### src/rtl/if_stage_mo.sv
// Instruction fetch: up to MAX_OUTSTANDING pipelined SRAM requests feeding an IBUF_DEPTH buffer; head valid one cycle after data_ok.
// Backpressure: issue stalls on the outstanding limit or buffer credit; a request shown without addr_ok is held stable until accepted.
module if_stage_mo #(
  parameter int          MAX_OUTSTANDING = 2,
  parameter int          IBUF_DEPTH      = 4,
  parameter logic [31:0] RESET_PC        = 32'h1c000000
) (
  input  logic        clk,
  input  logic        reset,
  input  logic        ds_allowin,
  input  logic        excp_flush,
  input  logic        ertn_flush,
  input  logic [31:0] eentry,
  input  logic [31:0] era,
  input  logic        br_taken,
  input  logic [31:0] br_target,
  output logic        fs_to_ds_valid,
  output logic [31:0] fs_to_ds_pc,
  output logic [31:0] fs_to_ds_inst,
  output logic        fs_to_ds_excp,
  output logic [15:0] fs_to_ds_excp_num,
  output logic        inst_sram_req,
  output logic [31:0] inst_sram_addr,
  output logic        inst_sram_wr,
  output logic [1:0]  inst_sram_size,
  output logic [3:0]  inst_sram_wstrb,
  output logic [31:0] inst_sram_wdata,
  input  logic        inst_sram_addr_ok,
  input  logic        inst_sram_data_ok,
  input  logic [31:0] inst_sram_rdata
);
  localparam int CW = $clog2(MAX_OUTSTANDING + 1);
  localparam int PW = (MAX_OUTSTANDING > 1) ? $clog2(MAX_OUTSTANDING) : 1;
  localparam int BW = $clog2(IBUF_DEPTH);
  localparam int NW = $clog2(IBUF_DEPTH + 1);
  localparam logic [PW-1:0] PF_LAST = PW'(MAX_OUTSTANDING - 1);
  localparam logic [CW-1:0] MAX_OUT = CW'(MAX_OUTSTANDING);

  logic [31:0]   fetch_pc_q, fetch_pc_d;
  logic          held_q, held_d;
  logic          pend_vld_q, pend_vld_d;
  logic [31:0]   pend_pc_q, pend_pc_d;
  logic          halt_q, halt_d;
  logic [CW-1:0] out_q, out_d;
  logic [CW-1:0] disc_q, disc_d;
  logic [31:0]   pf_mem_q [MAX_OUTSTANDING];
  logic [31:0]   pf_mem_d [MAX_OUTSTANDING];
  logic [PW-1:0] pf_wp_q, pf_wp_d, pf_rp_q, pf_rp_d;
  logic [31:0]   ib_pc_q [IBUF_DEPTH];
  logic [31:0]   ib_pc_d [IBUF_DEPTH];
  logic [31:0]   ib_inst_q [IBUF_DEPTH];
  logic [31:0]   ib_inst_d [IBUF_DEPTH];
  logic          ib_excp_q [IBUF_DEPTH];
  logic          ib_excp_d [IBUF_DEPTH];
  logic [BW-1:0] ib_wp_q, ib_wp_d, ib_rp_q, ib_rp_d;
  logic [NW-1:0] ib_cnt_q, ib_cnt_d;

  logic        redir, can_issue, hs, dok, drop, adef_push, ib_push, ib_pop, has_head;
  logic [31:0] redir_pc;

  function automatic logic [PW-1:0] pf_inc(input logic [PW-1:0] p);
    return (p == PF_LAST) ? '0 : p + 1'b1;
  endfunction

  assign redir    = excp_flush | ertn_flush | (br_taken & ds_allowin);
  assign redir_pc = excp_flush ? eentry : (ertn_flush ? era : br_target);

  assign can_issue = (out_q < MAX_OUT) && ((int'(out_q) + int'(ib_cnt_q)) < IBUF_DEPTH)
                     && (fetch_pc_q[1:0] == 2'b00) && !halt_q;
  assign inst_sram_req   = !reset && (held_q || can_issue);
  assign inst_sram_addr  = fetch_pc_q;
  assign inst_sram_wr    = 1'b0;
  assign inst_sram_size  = 2'b10;
  assign inst_sram_wstrb = 4'h0;
  assign inst_sram_wdata = 32'h0;

  assign hs   = inst_sram_req & inst_sram_addr_ok;
  assign dok  = inst_sram_data_ok & (out_q != '0);
  assign drop = dok & (disc_q != '0);
  // ADEF is reported only once every older response has drained, so it cannot overtake them.
  assign adef_push = !inst_sram_req && (fetch_pc_q[1:0] != 2'b00) && (out_q == '0) && (disc_q == '0)
                     && !halt_q && !redir && (ib_cnt_q < NW'(IBUF_DEPTH));
  assign ib_push = (dok & !drop) | adef_push;

  assign has_head          = (ib_cnt_q != '0);
  assign fs_to_ds_valid    = has_head & !redir;
  assign ib_pop            = fs_to_ds_valid & ds_allowin;
  assign fs_to_ds_pc       = has_head ? ib_pc_q[ib_rp_q] : 32'h0;
  assign fs_to_ds_inst     = has_head ? ib_inst_q[ib_rp_q] : 32'h0;
  assign fs_to_ds_excp     = has_head & ib_excp_q[ib_rp_q];
  assign fs_to_ds_excp_num = fs_to_ds_excp ? 16'h4000 : 16'h0;

  always_comb begin
    fetch_pc_d = fetch_pc_q;
    pend_vld_d = pend_vld_q;
    pend_pc_d  = pend_pc_q;
    halt_d     = halt_q;
    held_d     = inst_sram_req & !inst_sram_addr_ok;
    out_d      = out_q + CW'(hs) - CW'(dok);
    disc_d     = disc_q;
    pf_mem_d   = pf_mem_q;
    pf_wp_d    = pf_wp_q;
    pf_rp_d    = pf_rp_q;
    ib_pc_d    = ib_pc_q;
    ib_inst_d  = ib_inst_q;
    ib_excp_d  = ib_excp_q;
    ib_wp_d    = ib_wp_q;
    ib_rp_d    = ib_rp_q;
    ib_cnt_d   = ib_cnt_q;

    if (redir) begin
      // A request already on the bus must stay put, so its redirect target waits in pending.
      if (inst_sram_req && !inst_sram_addr_ok) begin
        pend_vld_d = 1'b1;
        pend_pc_d  = redir_pc;
      end else begin
        fetch_pc_d = redir_pc;
        pend_vld_d = 1'b0;
      end
      disc_d = out_d;
      halt_d = 1'b0;
    end else begin
      if (hs) begin
        fetch_pc_d = pend_vld_q ? pend_pc_q : fetch_pc_q + 32'd4;
        pend_vld_d = 1'b0;
      end
      disc_d = disc_q - CW'(drop) + CW'(hs & pend_vld_q);
      if (adef_push) halt_d = 1'b1;
    end

    if (hs) begin
      pf_mem_d[pf_wp_q] = fetch_pc_q;
      pf_wp_d           = pf_inc(pf_wp_q);
    end
    if (dok) pf_rp_d = pf_inc(pf_rp_q);

    if (redir) begin
      ib_wp_d  = '0;
      ib_rp_d  = '0;
      ib_cnt_d = '0;
    end else begin
      if (ib_push) begin
        ib_pc_d[ib_wp_q]   = dok ? pf_mem_q[pf_rp_q] : fetch_pc_q;
        ib_inst_d[ib_wp_q] = dok ? inst_sram_rdata : 32'h0;
        ib_excp_d[ib_wp_q] = !dok;
        ib_wp_d            = ib_wp_q + 1'b1;
      end
      if (ib_pop) ib_rp_d = ib_rp_q + 1'b1;
      ib_cnt_d = ib_cnt_q + NW'(ib_push) - NW'(ib_pop);
    end
  end

  always_ff @(posedge clk) begin
    if (reset) begin
      fetch_pc_q <= RESET_PC;
      held_q     <= 1'b0;
      pend_vld_q <= 1'b0;
      pend_pc_q  <= 32'h0;
      halt_q     <= 1'b0;
      out_q      <= '0;
      disc_q     <= '0;
      pf_wp_q    <= '0;
      pf_rp_q    <= '0;
      ib_wp_q    <= '0;
      ib_rp_q    <= '0;
      ib_cnt_q   <= '0;
      for (int i = 0; i < MAX_OUTSTANDING; i++) pf_mem_q[i] <= 32'h0;
      for (int i = 0; i < IBUF_DEPTH; i++) begin
        ib_pc_q[i]   <= 32'h0;
        ib_inst_q[i] <= 32'h0;
        ib_excp_q[i] <= 1'b0;
      end
    end else begin
      fetch_pc_q <= fetch_pc_d;
      held_q     <= held_d;
      pend_vld_q <= pend_vld_d;
      pend_pc_q  <= pend_pc_d;
      halt_q     <= halt_d;
      out_q      <= out_d;
      disc_q     <= disc_d;
      pf_wp_q    <= pf_wp_d;
      pf_rp_q    <= pf_rp_d;
      ib_wp_q    <= ib_wp_d;
      ib_rp_q    <= ib_rp_d;
      ib_cnt_q   <= ib_cnt_d;
      pf_mem_q   <= pf_mem_d;
      ib_pc_q    <= ib_pc_d;
      ib_inst_q  <= ib_inst_d;
      ib_excp_q  <= ib_excp_d;
    end
  end
endmodule

### config.mk
export PLATFORM = sky130hd
export DESIGN_NAME = if_stage_mo
export DESIGN_NICKNAME = d
export VERILOG_FILES = /design/src/rtl/if_stage_mo.sv
export SDC_FILE = /design/constraint.sdc
export NUM_CORES = 1
export LEC_CHECK = 0
export BUFFER_PORTS_ARGS = -buffer_cell sky130_fd_sc_hd__buf_4
export CAP_MARGIN = 40
export CORE_ASPECT_RATIO = 1.25
export CORE_MARGIN = 2
export CORE_UTILIZATION = 45
export CTS_CLUSTER_DIAMETER = 100
export DETAILED_ROUTE_END_ITERATION = 16
export MAX_ROUTING_LAYER = met4
export PLACE_DENSITY = 0.68
export SYNTH_ARGS = -nofsm -noshare
export SYNTH_HDL_FRONTEND = slang
export SYNTH_SLANG_ARGS = --single-unit
### constraint.sdc
create_clock -name clk -period 2.8 [get_ports clk]
set_input_delay 0.28 -clock clk [delete_from_list [all_inputs] [get_ports clk]]
set_output_delay 0.28 -clock clk [all_outputs]
set_load 0.02 [all_outputs]
# Word level (Yosys, flattened, before mapping)
# Cells that the tools add are included.
totals:
  elab_cells: 138
  output_inout_bits: 154
  regBits: 404
  in_bits: 136
classes:
  magnitude_cmp: 9
  n_eq_ne: 1
  add_sub_neg: 12
  reduce_logical: 33
  n_bitwise: 18
  n_mux: 39
op_table:
  columns: ["op", "count"]
  rows:
  - ["$mux W32", 19]
  - ["$bwmux W128", 2]
  - ["$bmux W32 S2", 2]
  - ["$bwmux W64", 1]
  - ["$demux W32 S2", 1]
  - ["$add A32 B3 Y32 const B", 1]
  - ["$demux W32 S1", 1]
  - ["$mux W15", 1]
  - ["$logic_and A1 B1 Y1", 13]
  - ["$and A1 B1 Y1", 10]
  - ["$mux W1", 8]
  - ["$reduce_bool A2 Y1", 4]
  - ["$logic_not A1 Y1", 7]
  - ["$ge A3 B3 Y1 const B", 2]
  - ["$logic_not A2 Y1", 3]
  - ["$not A2 Y3", 2]
  - ["$reduce_and A2 Y1", 3]
  - ["$add A2 B1 Y2", 2]
  - ["$add A2 B1 Y2 const B", 2]
  - ["$add A2 B3 Y4", 1]
  - ["$bwmux W4", 1]
  - ["$ge A2 B2 Y1 const B", 2]
  - ["$lt A4 B3 Y1 const B", 1]
  - ["$not A1 Y2", 2]
  - ["17 further kinds", 21]

# Longest topological paths before layout
# Gate-level depths: netlist (run 1).
depth:
  ltp_word: 17
  mapped_depth: 15
  ltp_nobuf: 12

# Worst setup path before layout (run 1)
# Ideal clock, no wire load.
synth_path:
  path_type: "reg2reg"
  startpoint: "reg out_q[1]"
  endpoint: "reg ib_cnt_q[2]"
  setup_time_ps: 118
  slack_ps: -298
  synth_period_minus_slack_ps: 3098
  path_buffers: 3
  path_stages_with_launch: 16
  required_ps: 2682
  t_arrival_ps: 2980
  path_cell_list: "dfxtp_1 -> ha_1 -> a311o_1 -> o311ai_4 -> o21ai_1 -> buf_4 -> inv_4 -> buf_12 -> buf_6 -> ha_1 -> inv_1 -> ha_1 -> fa_1 -> xnor2_1 -> xnor2_1 -> nor2_1"
synth_between:
  elab_chain_len: 17
  word_cells_on_any_way: 24
  classes_between: "add/sub: 3; order compare: 2; bitwise: 4; reduce/logical: 15"
synth_lines:
  columns: ["element", "line", "rtl"]
  rows:
  - ["start: declaration", "44", "logic [CW-1:0] out_q, out_d;"]
  - ["start signal: assignment", "179", "out_q <= out_d;"]
  - ["$add A2 B3 Y4", "68", "assign can_issue = (out_q < MAX_OUT) && ((int'(out_q) + int'(ib_cnt_q)) < IBUF_DEPTH)"]
  - ["$lt A4 B3 Y1", "68", null]
  - ["$logic_and A1 B1 Y1", "68", null]
  - ["$logic_and A1 B1 Y1 (2 in a row)", "69", "&& (fetch_pc_q[1:0] == 2'b00) && !halt_q;"]
  - ["$logic_or A1 B1 Y1", "70", "assign inst_sram_req = !reset && (held_q || can_issue);"]
  - ["$logic_and A1 B1 Y1", "70", null]
  - ["$logic_not A1 Y1", "81", "assign adef_push = !inst_sram_req && (fetch_pc_q[1:0] != 2'b00) && (out_q == '0) && (disc_q == '0)"]
  - ["$logic_and A1 B1 Y1 (3 in a row)", "81", null]
  - ["$logic_and A1 B1 Y1 (3 in a row)", "82", "&& !halt_q && !redir && (ib_cnt_q < NW'(IBUF_DEPTH));"]
  - ["$or A1 B1 Y1 *", "83", "assign ib_push = (dok & !drop) | adef_push;"]
  - ["$add A3 B1 Y3 *", "149", "ib_cnt_d = ib_cnt_q + NW'(ib_push) - NW'(ib_pop);"]
  - ["$sub A3 B1 Y3 *", "149", null]
  - ["end signal: assignment", "185", "ib_cnt_q <= ib_cnt_d;"]
  - ["end: declaration", "56", "logic [NW-1:0] ib_cnt_q, ib_cnt_d;"]
# Every way passes the cells marked *; elsewhere a longest branch is shown, timed or not.
# A chain may end at the register's enable or synchronous reset.

# Worst setup path after layout (run 1)
layout_path:
  startpoint: "reg ib_cnt_q[1]"
  endpoint: "reg ib_cnt_q[2]"
layout_between:
  elab_chain_len: 17
  word_cells_on_any_way: 21
  classes_between: "add/sub: 3; order compare: 2; bitwise: 3; reduce/logical: 13"
layout_lines:
  columns: ["element", "line"]
  rows:
  - ["$add A2 B3 Y4", "68"]
  - ["$lt A4 B3 Y1", "68"]
  - ["$logic_and A1 B1 Y1", "68"]
  - ["$logic_and A1 B1 Y1 (2 in a row)", "69"]
  - ["$logic_or A1 B1 Y1", "70"]
  - ["$logic_and A1 B1 Y1", "70"]
  - ["$logic_not A1 Y1", "81"]
  - ["$logic_and A1 B1 Y1 (3 in a row)", "81"]
  - ["$logic_and A1 B1 Y1 (3 in a row)", "82"]
  - ["$or A1 B1 Y1", "83"]
  - ["$add A3 B1 Y3", "149"]
  - ["$sub A3 B1 Y3 *", "149"]
# Marked as above.

==> impl_summary.txt, run 1 <==
----------------------------------------------------
[Logic synthesis]
  Most frequent cell after synthesis ... dfxtp_1
  Post-Synthesis Mean Instance Area ... 8.13 um2
  Unique masters post-synth ... 73
  Proportion of synthesized flip-flops having asynchronous set or reset ... 0%
  Sequential element share of the synthesized area ... 40.0%
  Post-Synthesis Cell Area ... 20200 um2
  Top post-synthesis cells by count ... dfxtp_1 (404), nand2_1 (395), nand3_1 (267), a21oi_1 (266), o21ai_0 (236)
  Number of synthesized flops with an enable pin ... 0
  Flip-flop and latch count after synthesis ... 404
  Most common flop cell mapped by yosys ... dfxtp_1
  Share of Yosys cell area claimed by the top area cell type ... 40.0%
  Cell types occupying the most area after synthesis ... dfxtp_1 (40%), nand2_1 (7.3%), mux4_2 (7.2%)
  Top cell type by total area after synthesis ... dfxtp_1
  Yosys warning total ... 0
  Mapped Cells ... 2485

[Power and ir drop]
  Internal Dissipation ... 10.5 mW
  Portion of total power attributed to combinational logic ... 23.5%
  Power share of the sequential group ... 39.1%
  Net switching power ... 5.09 mW
  Max IR drop VDD ... 0.656 mV
  Fraction of power consumed by the clock network ... 37.5%
  Fraction of power spent switching nets ... 32.6%
  Leakage power summed over all cells ... 8.30 nW
  Power density normalized to cell area ... 656 nW/um2

[Critical path]
  Worst Setup Path Type ... flip-flop to flip-flop
  Critical path capture point type ... flip-flop
  Critical Path Fanout Max ... 6
  Nature of the critical path startpoint ... flip-flop
  Signal arrival time at the worst endpoint ... 3160 ps
  Setup slack on the worst flop-to-flop path ... 70 ps
  Endpoint required time on the critical path ... 3230 ps

[Drt]
  DR vias ... 18700
  Number of remaining DRC errors ... 0
  Avg Vias per Cell ... 5.83
  Total wire length after detailed routing ... 61000 um
  Mean routed wirelength per cell ... 19.0 um
  Starting DRC count in detailed routing ... 1888
  DRT antenna net count ... 0
  Number of optimization iterations in the first detailed-route pass ... 7

[Clock tree]
  Post-cts sizing count ... 0
  Number of CTS-inserted buffers ... 42
  Post-CTS Setup Repair Bufs ... 0
  Clock insertion delay at the later pin of the skew report ... 550 ps
  Clock tree root buffer cell ... clkbuf_16
  Deepest clock path buffer count ... 3
  H-tree lvl count ... 2
  TritonCTS clock tree ... built
  Clk pin slew, worst setup/hold paths ... 60 ps
  Hold bufs inserted after CTS ... 0
  Clk sinks ... 404

[Die]
  Placeable Area ... 44200 um2
  Site Rows ... 86
  Starting density of the core ... 45.7%
  Num ports ... 290
  Vert. Die Dim ... 241 um
  Die Area ... 46600 um2
  Chip Width ... 194 um

[STA]
  Worst clock skew ... 24.4 ps
  Number of max-slew violations in the final report ... 0
  Period minus WS final ... 2730 ps
  Transition time at the pin with the least slew margin ... 1070 ps
  Worst slew slack as a fraction of its limit ... 28.5%
  Maximum frequency from static timing analysis ... 366 MHz
  Final-report hold violation count ... 0
  Count of final setup violators ... 0
  Final period utilization ... 97.5%
  RSZ-0062 raised after global routing ... yes
  Final Hold Slack ... 165 ps

[Finish]
  Final cell count without fillers ... 3205
  Combined area of the multi-input logic cells ... 10800 um2
  Count of fill cells added during filler insertion ... 4062
  N_diodes ... 0
  Final instance area ... 23800 um2
  Register area ... 8100 um2
  Count of nets after finishing ... 2752
  Area Overhead vs Synth ... 17.9%
  Fraction of layout instances using a drive strength above 1 ... 18.8%

[Placed design]
  Placer Congestion ... 0.860
  HPWL reported at the end of detailed placement ... 37300 um
  Number of port buffers ... 235
  Placed cell area ... 22400 um2
  Placed cells ... 3130

[Global route]
  Number of antenna violations at the first check in global routing ... 0
  Wire length of the first global-routing pass ... 95000 um
  Number of global-route vias before repair ... 17600
  Largest net degree at the start of global routing ... 262
  Total congestion overflow after global routing ... 0
  Overall routing resource usage ... 25.6%

[Job]
  Total of max-cap violations ... 0

[Hold path]
  Path type of the worst min-delay path ... primary input to flip-flop

[Run status]
  Result of the run ... finished, final reports clean

----------------------------------------------------
==> critical path: stages, from the launching register on <==
cell and delay (ps):
dfxtp_2 320, ha_2 170, or4_4 510, o311ai_4 340, o21ai_4 120, inv_6 140, ha_4 140, inv_2 40
ha_4 150, fa_2 350, xnor2_2 150, xnor2_1 130, nor2_1 60
==> routing by layer <==
layer,share of wire [%],routed length [um],vias to the layer above,track usage [%]
met5,0,0,-,-
met4,2.2,1370,0,8.12
met3,6.7,4080,91,3.12
met2,50,30600,783,43.0
met1,41,25000,8956,32.4
li1,-,-,8851,-
==> kinds of logic after synthesis <==
logic type | count (synthesis) | share of synthesized area (%)
compound gates | 700 | 19.0
xor+xnor | 21 | 0.910
fa+ha+maj | 13 | 0.842
buf+inv | 319 | 7.86
flops | 404 | 40.0
mux | 134 | 10.7
other cells | 2 | 0.0372
simple gates | 892 | 20.6
==> cells in the final DEF (no fill, tap or decap), types with 8 or more instances in the layout <==
master	n
buf_12	18
conb_1	54
and2_1	36
xor2_1	9
clkbuf_16	44
nand4_1	12
nand3_1	267
mux4_2	65
o211ai_1	17
inv_1	13
dfxtp_1	397
clkbuf_8	9
mux2i_1	67
nand2_1	395
nor2_1	60
a211oi_1	38
and3_1	8
ha_1	9
a21oi_1	266
clkinv_2	8
o21ai_1	89
nor2b_1	68
xnor2_1	11
o21ai_0	236
a31oi_1	8
buf_4	302
==> worst paths after layout <==
| kind | from | endpoint | cells after the start |
|---|---|---|---|
| min reg2reg | pend_pc_q[9] | pend_pc_q[9] | 2 |
| max | ib_cnt_q[1] | ib_cnt_q[2] | 12 |
| min | eentry[14] | pend_pc_q[14] | 5 |
| max reg2reg | ib_cnt_q[1] | ib_cnt_q[2] | 12 |
==> stage by stage <==
stage / TNS [ps] / utilization, % / power, mW / setup slack [ps]
2_1_floorplan: -310 / - / 8.79 / -166
3_3_place_gp: 0 / 50.6 / 9.69 / 110
3_5_place_dp: 0 / 50.6 / 9.76 / 90.0
4_1_cts: 0 / 53.8 / 15.6 / 77.2
5_1_grt: -36.3 / 53.9 / 16.2 / -36.3
6_report: 0 / 53.9 / 15.6 / 68.8
==> layout make-up <==
class | count | area share, %
flip-flops and latches | 404 | 34.0
clock buffers | 58 | 5.09
well taps | 572 | 3.00
multi-input cells | 1814 | 45.4
clock inverters | 16 | 0.903
inverters | 17 | 0.299
repair buffers | 324 | 11.4
==> state kept, by name, summed over array words and instances (netlist names), 3 cells and up <==
register        flops
ib_cnt_q            3
ib_excp_q           4
ib_inst_q         128
ib_pc_q           128
inst_sram_addr     32
pend_pc_q          32
pf_mem_q           64
==> power by group through the flow <==
stage / logic [mW] / clock network (mW) / registers (mW)
after floorplan: 2.50 / 0 / 6.29
after global placement: 3.48 / 0 / 6.22
after detailed placement: 3.54 / 0 / 6.23
after CTS: 3.55 / 5.92 / 6.10
after global routing: 3.96 / 6.15 / 6.13
final: 3.67 / 5.85 / 6.10
(Power assumes the default switching activity.)
==> run 2, diff against run 1 <==
--- a/config.mk
+++ b/config.mk
@@ -9,11 +9,11 @@
 export CAP_MARGIN = 40
 export CORE_ASPECT_RATIO = 1.25
 export CORE_MARGIN = 2
-export CORE_UTILIZATION = 45
+export CORE_UTILIZATION = 52
 export CTS_CLUSTER_DIAMETER = 100
 export DETAILED_ROUTE_END_ITERATION = 16
 export MAX_ROUTING_LAYER = met4
-export PLACE_DENSITY = 0.68
+export PLACE_DENSITY = 0.76
 export SYNTH_ARGS = -nofsm -noshare
 export SYNTH_HDL_FRONTEND = slang
 export SYNTH_SLANG_ARGS = --single-unit
==> run 2 against run 1 <==
  * Non-clock buffer count grew 4
  * Cell area shrank 0.71%
  * Total power shrank 1.9%
  * Clock skew shrank 4.8 ps
  * Register-to-register slack is essentially flat
  * Routed wire length shrank 3.7%
  * Utilization grew 8.0 points
  * Largest power group unchanged
  * First-iteration DRC count grew 4.9%
  * Die area shrank 13%
==> impl_summary.txt, run 2 (synthesized netlist as in run 1, its figures left out) <==
----------------------------------------------------
[Finish]
  Count of fill cells added during filler insertion ... 3271
  Fraction of layout instances using a drive strength above 1 ... 18.8%
  Share of the core filled with cells ... 61.9%
  Commonest cells after routing, fill and taps aside ... dfxtp_1 (397), nand2_1 (395), buf_4 (309), nand3_1 (267), a21oi_1 (266)
  Commonest non-fill, non-tap cell in the layout ... dfxtp_1
  Largest registers ... ib_inst_q (128), ib_pc_q (128), pf_mem_q (64)
  Area Overhead vs Synth ... 17.1%
  Count of nets after finishing ... 2755

[Hold path]
  Hold wc startpoint ... eentry[20]
  Path type of the worst min-delay path ... primary input to flip-flop
  Hold Path End ... pend_pc_q[20]
  Cell depth of the worst hold path ... 5

[Drt]
  Uppermost layer routed ... met4
  Met1 WL ... 22800 um
  Number of remaining DRC errors ... 0
  Starting DRC count in detailed routing ... 1980
  Avg Vias per Cell ... 6.03
  Total wire length after detailed routing ... 58700 um
  Mean routed wirelength per cell ... 18.8 um
  DR vias ... 18800
  DRT antenna net count ... 0
  DR WL met3 ... 4710 um
  Number of optimization iterations in the first detailed-route pass ... 6
  Detailed route wirelength on metal2 ... 28900 um

[Global route]
  Overall routing resource usage ... 28.5%
  Number of global-route vias before repair ... 18200
  Largest net degree at the start of global routing ... 262
  Wire length of the first global-routing pass ... 92600 um
  Total congestion overflow after global routing ... 0
  Number of antenna violations at the first check in global routing ... 0

[Placed design]
  Placer Congestion ... 0.864
  HPWL reported at the end of detailed placement ... 36400 um
  Placement-stage worst setup slack ... 92.0 ps
  Number of port buffers ... 235

[Clock tree]
  Deepest clock path buffer count ... 3
  H-tree lvl count ... 2
  Hold bufs inserted after CTS ... 0
  Number of CTS-inserted buffers ... 41
  Clock tree root buffer cell ... clkbuf_16
  Clock insertion delay at the later pin of the skew report ... 550 ps
  TritonCTS clock tree ... built
  Post-CTS Setup Repair Bufs ... 0
  Clk pin slew, worst setup/hold paths ... 60 ps
  Clk sinks ... 404

[Critical path]
  Critical path capture point type ... flip-flop
  Nature of the critical path startpoint ... flip-flop
  Number of cells traversed by the worst register-to-register path ... 12
  Worst flop-to-flop path startpoint ... ib_cnt_q[1]
  Worst Setup Path Type ... flip-flop to flip-flop
  Worst R2R End ... ib_cnt_q[2]
  Endpoint required time on the critical path ... 3240 ps
  Worst setup path start ... ib_cnt_q[1]
  Critical Path Fanout Max ... 4
  Setup slack on the worst flop-to-flop path ... 70 ps
  Signal arrival time at the worst endpoint ... 3170 ps

[STA]
  Final period utilization ... 97.5%
  Maximum frequency from static timing analysis ... 366 MHz
  RSZ-0062 raised after global routing ... yes
  Final Hold Slack ... 140 ps
  Final-report hold violation count ... 0
  Worst slew slack as a fraction of its limit ... 34.7%
  Transition time at the pin with the least slew margin ... 980 ps
  Period minus WS final ... 2730 ps
  Count of final setup violators ... 0
  Final worst setup slack ... 70.3 ps
  Number of max-slew violations in the final report ... 0
  Worst clock skew ... 19.7 ps

[Die]
  Placeable Area ... 38200 um2
  Chip Width ... 180 um
  Num ports ... 290
  Die Area ... 40500 um2
  Starting density of the core ... 52.9%
  Vert. Die Dim ... 224 um
  Site Rows ... 80

[Power and ir drop]
  Leakage power summed over all cells ... 8.27 nW
  Power density normalized to cell area ... 648 nW/um2
  Overall Power ... 15.3 mW
  Max IR drop VDD ... 0.588 mV

[Run status]
  Result of the run ... finished, final reports clean

[Job]
  Total of max-cap violations ... 0

----------------------------------------------------
## run 2: changes by cell type in the layout (fill, tap and decap cells not counted), sizes merged
| cell | before | now |
|---|---|---|
| bufinv | 5 | 2 |
| clkinv | 9 | 5 |
| buf | 322 | 326 |
| clkbuf | 60 | 65 |
| clkinvlp | 1 | 0 |
| diode | 0 | 1 |
## run 2: power breakdown
part / internal, mW / leakage (nW) / switching (mW) / total (mW)
Sequential: 5.94 / 3.27 / 0.196 / 6.14
Combinational: 1.15 / 4.34 / 2.52 / 3.67
Clock: 3.25 / 0.668 / 2.27 / 5.52
## run 2: final cells by class
cell class / count / area, um2 / area share (%)
repair buffers: 328 / 2710 / 11.5
multi-input cells: 1814 / 10800 / 45.7
clock buffers: 63 / 1250 / 5.28
diodes: 1 / 2.50 / 0.0106
well taps: 492 / 616 / 2.60
flip-flops and latches: 404 / 8100 / 34.2
inverters: 17 / 71.3 / 0.301
clock inverters: 8 / 97.6 / 0.412
## run 2: how the worst max path moves through the flow
stage                              end  slack [ps]  depth (start not counted)
after global placement     ib_cnt_q[2]         140                         12
final                      ib_cnt_q[2]          70                         12
after global routing      ib_excp_q[2]         -50                          7
after detailed placement  ib_excp_q[0]          90                          9
after CTS                 ib_excp_q[0]          70                          9
after floorplan            ib_cnt_q[2]        -170                         15
## run 2: critical path: stages (launching register included)
cell	delay, ps
dfxtp_2	360
ha_2	180
or4_4	510
o311ai_4	330
o21ai_4	130
inv_6	120
ha_4	130
inv_2	40
ha_4	150
fa_2	350
xnor2_2	150
xnor2_1	130
nor2_1	50
## run 2: layer usage
metal  vias to the layer above  GRT usage (%)
met3                       143           4.15
met5                         -              -
li1                       8853              -
met1                      8912           33.7
met2                       939           47.9
met4                         0           13.6
## run 2: stage by stage
stage / std cells / cell area (um2) / TNS, ps
6_report: 3127 / 23700 / 0
5_1_grt: 3126 / 23700 / -99.0
4_1_cts: 3125 / 23600 / 0
3_5_place_dp: 3054 / 22300 / 0
3_3_place_gp: 3054 / 22300 / 0
2_1_floorplan: 2537 / 20500 / -310
## run 2: repair_timing
item,4_1_cts,5_1_grt
endpoints found under the hold margin,0,0
resized for setup,0,2
endpoints found under the setup margin,0,64
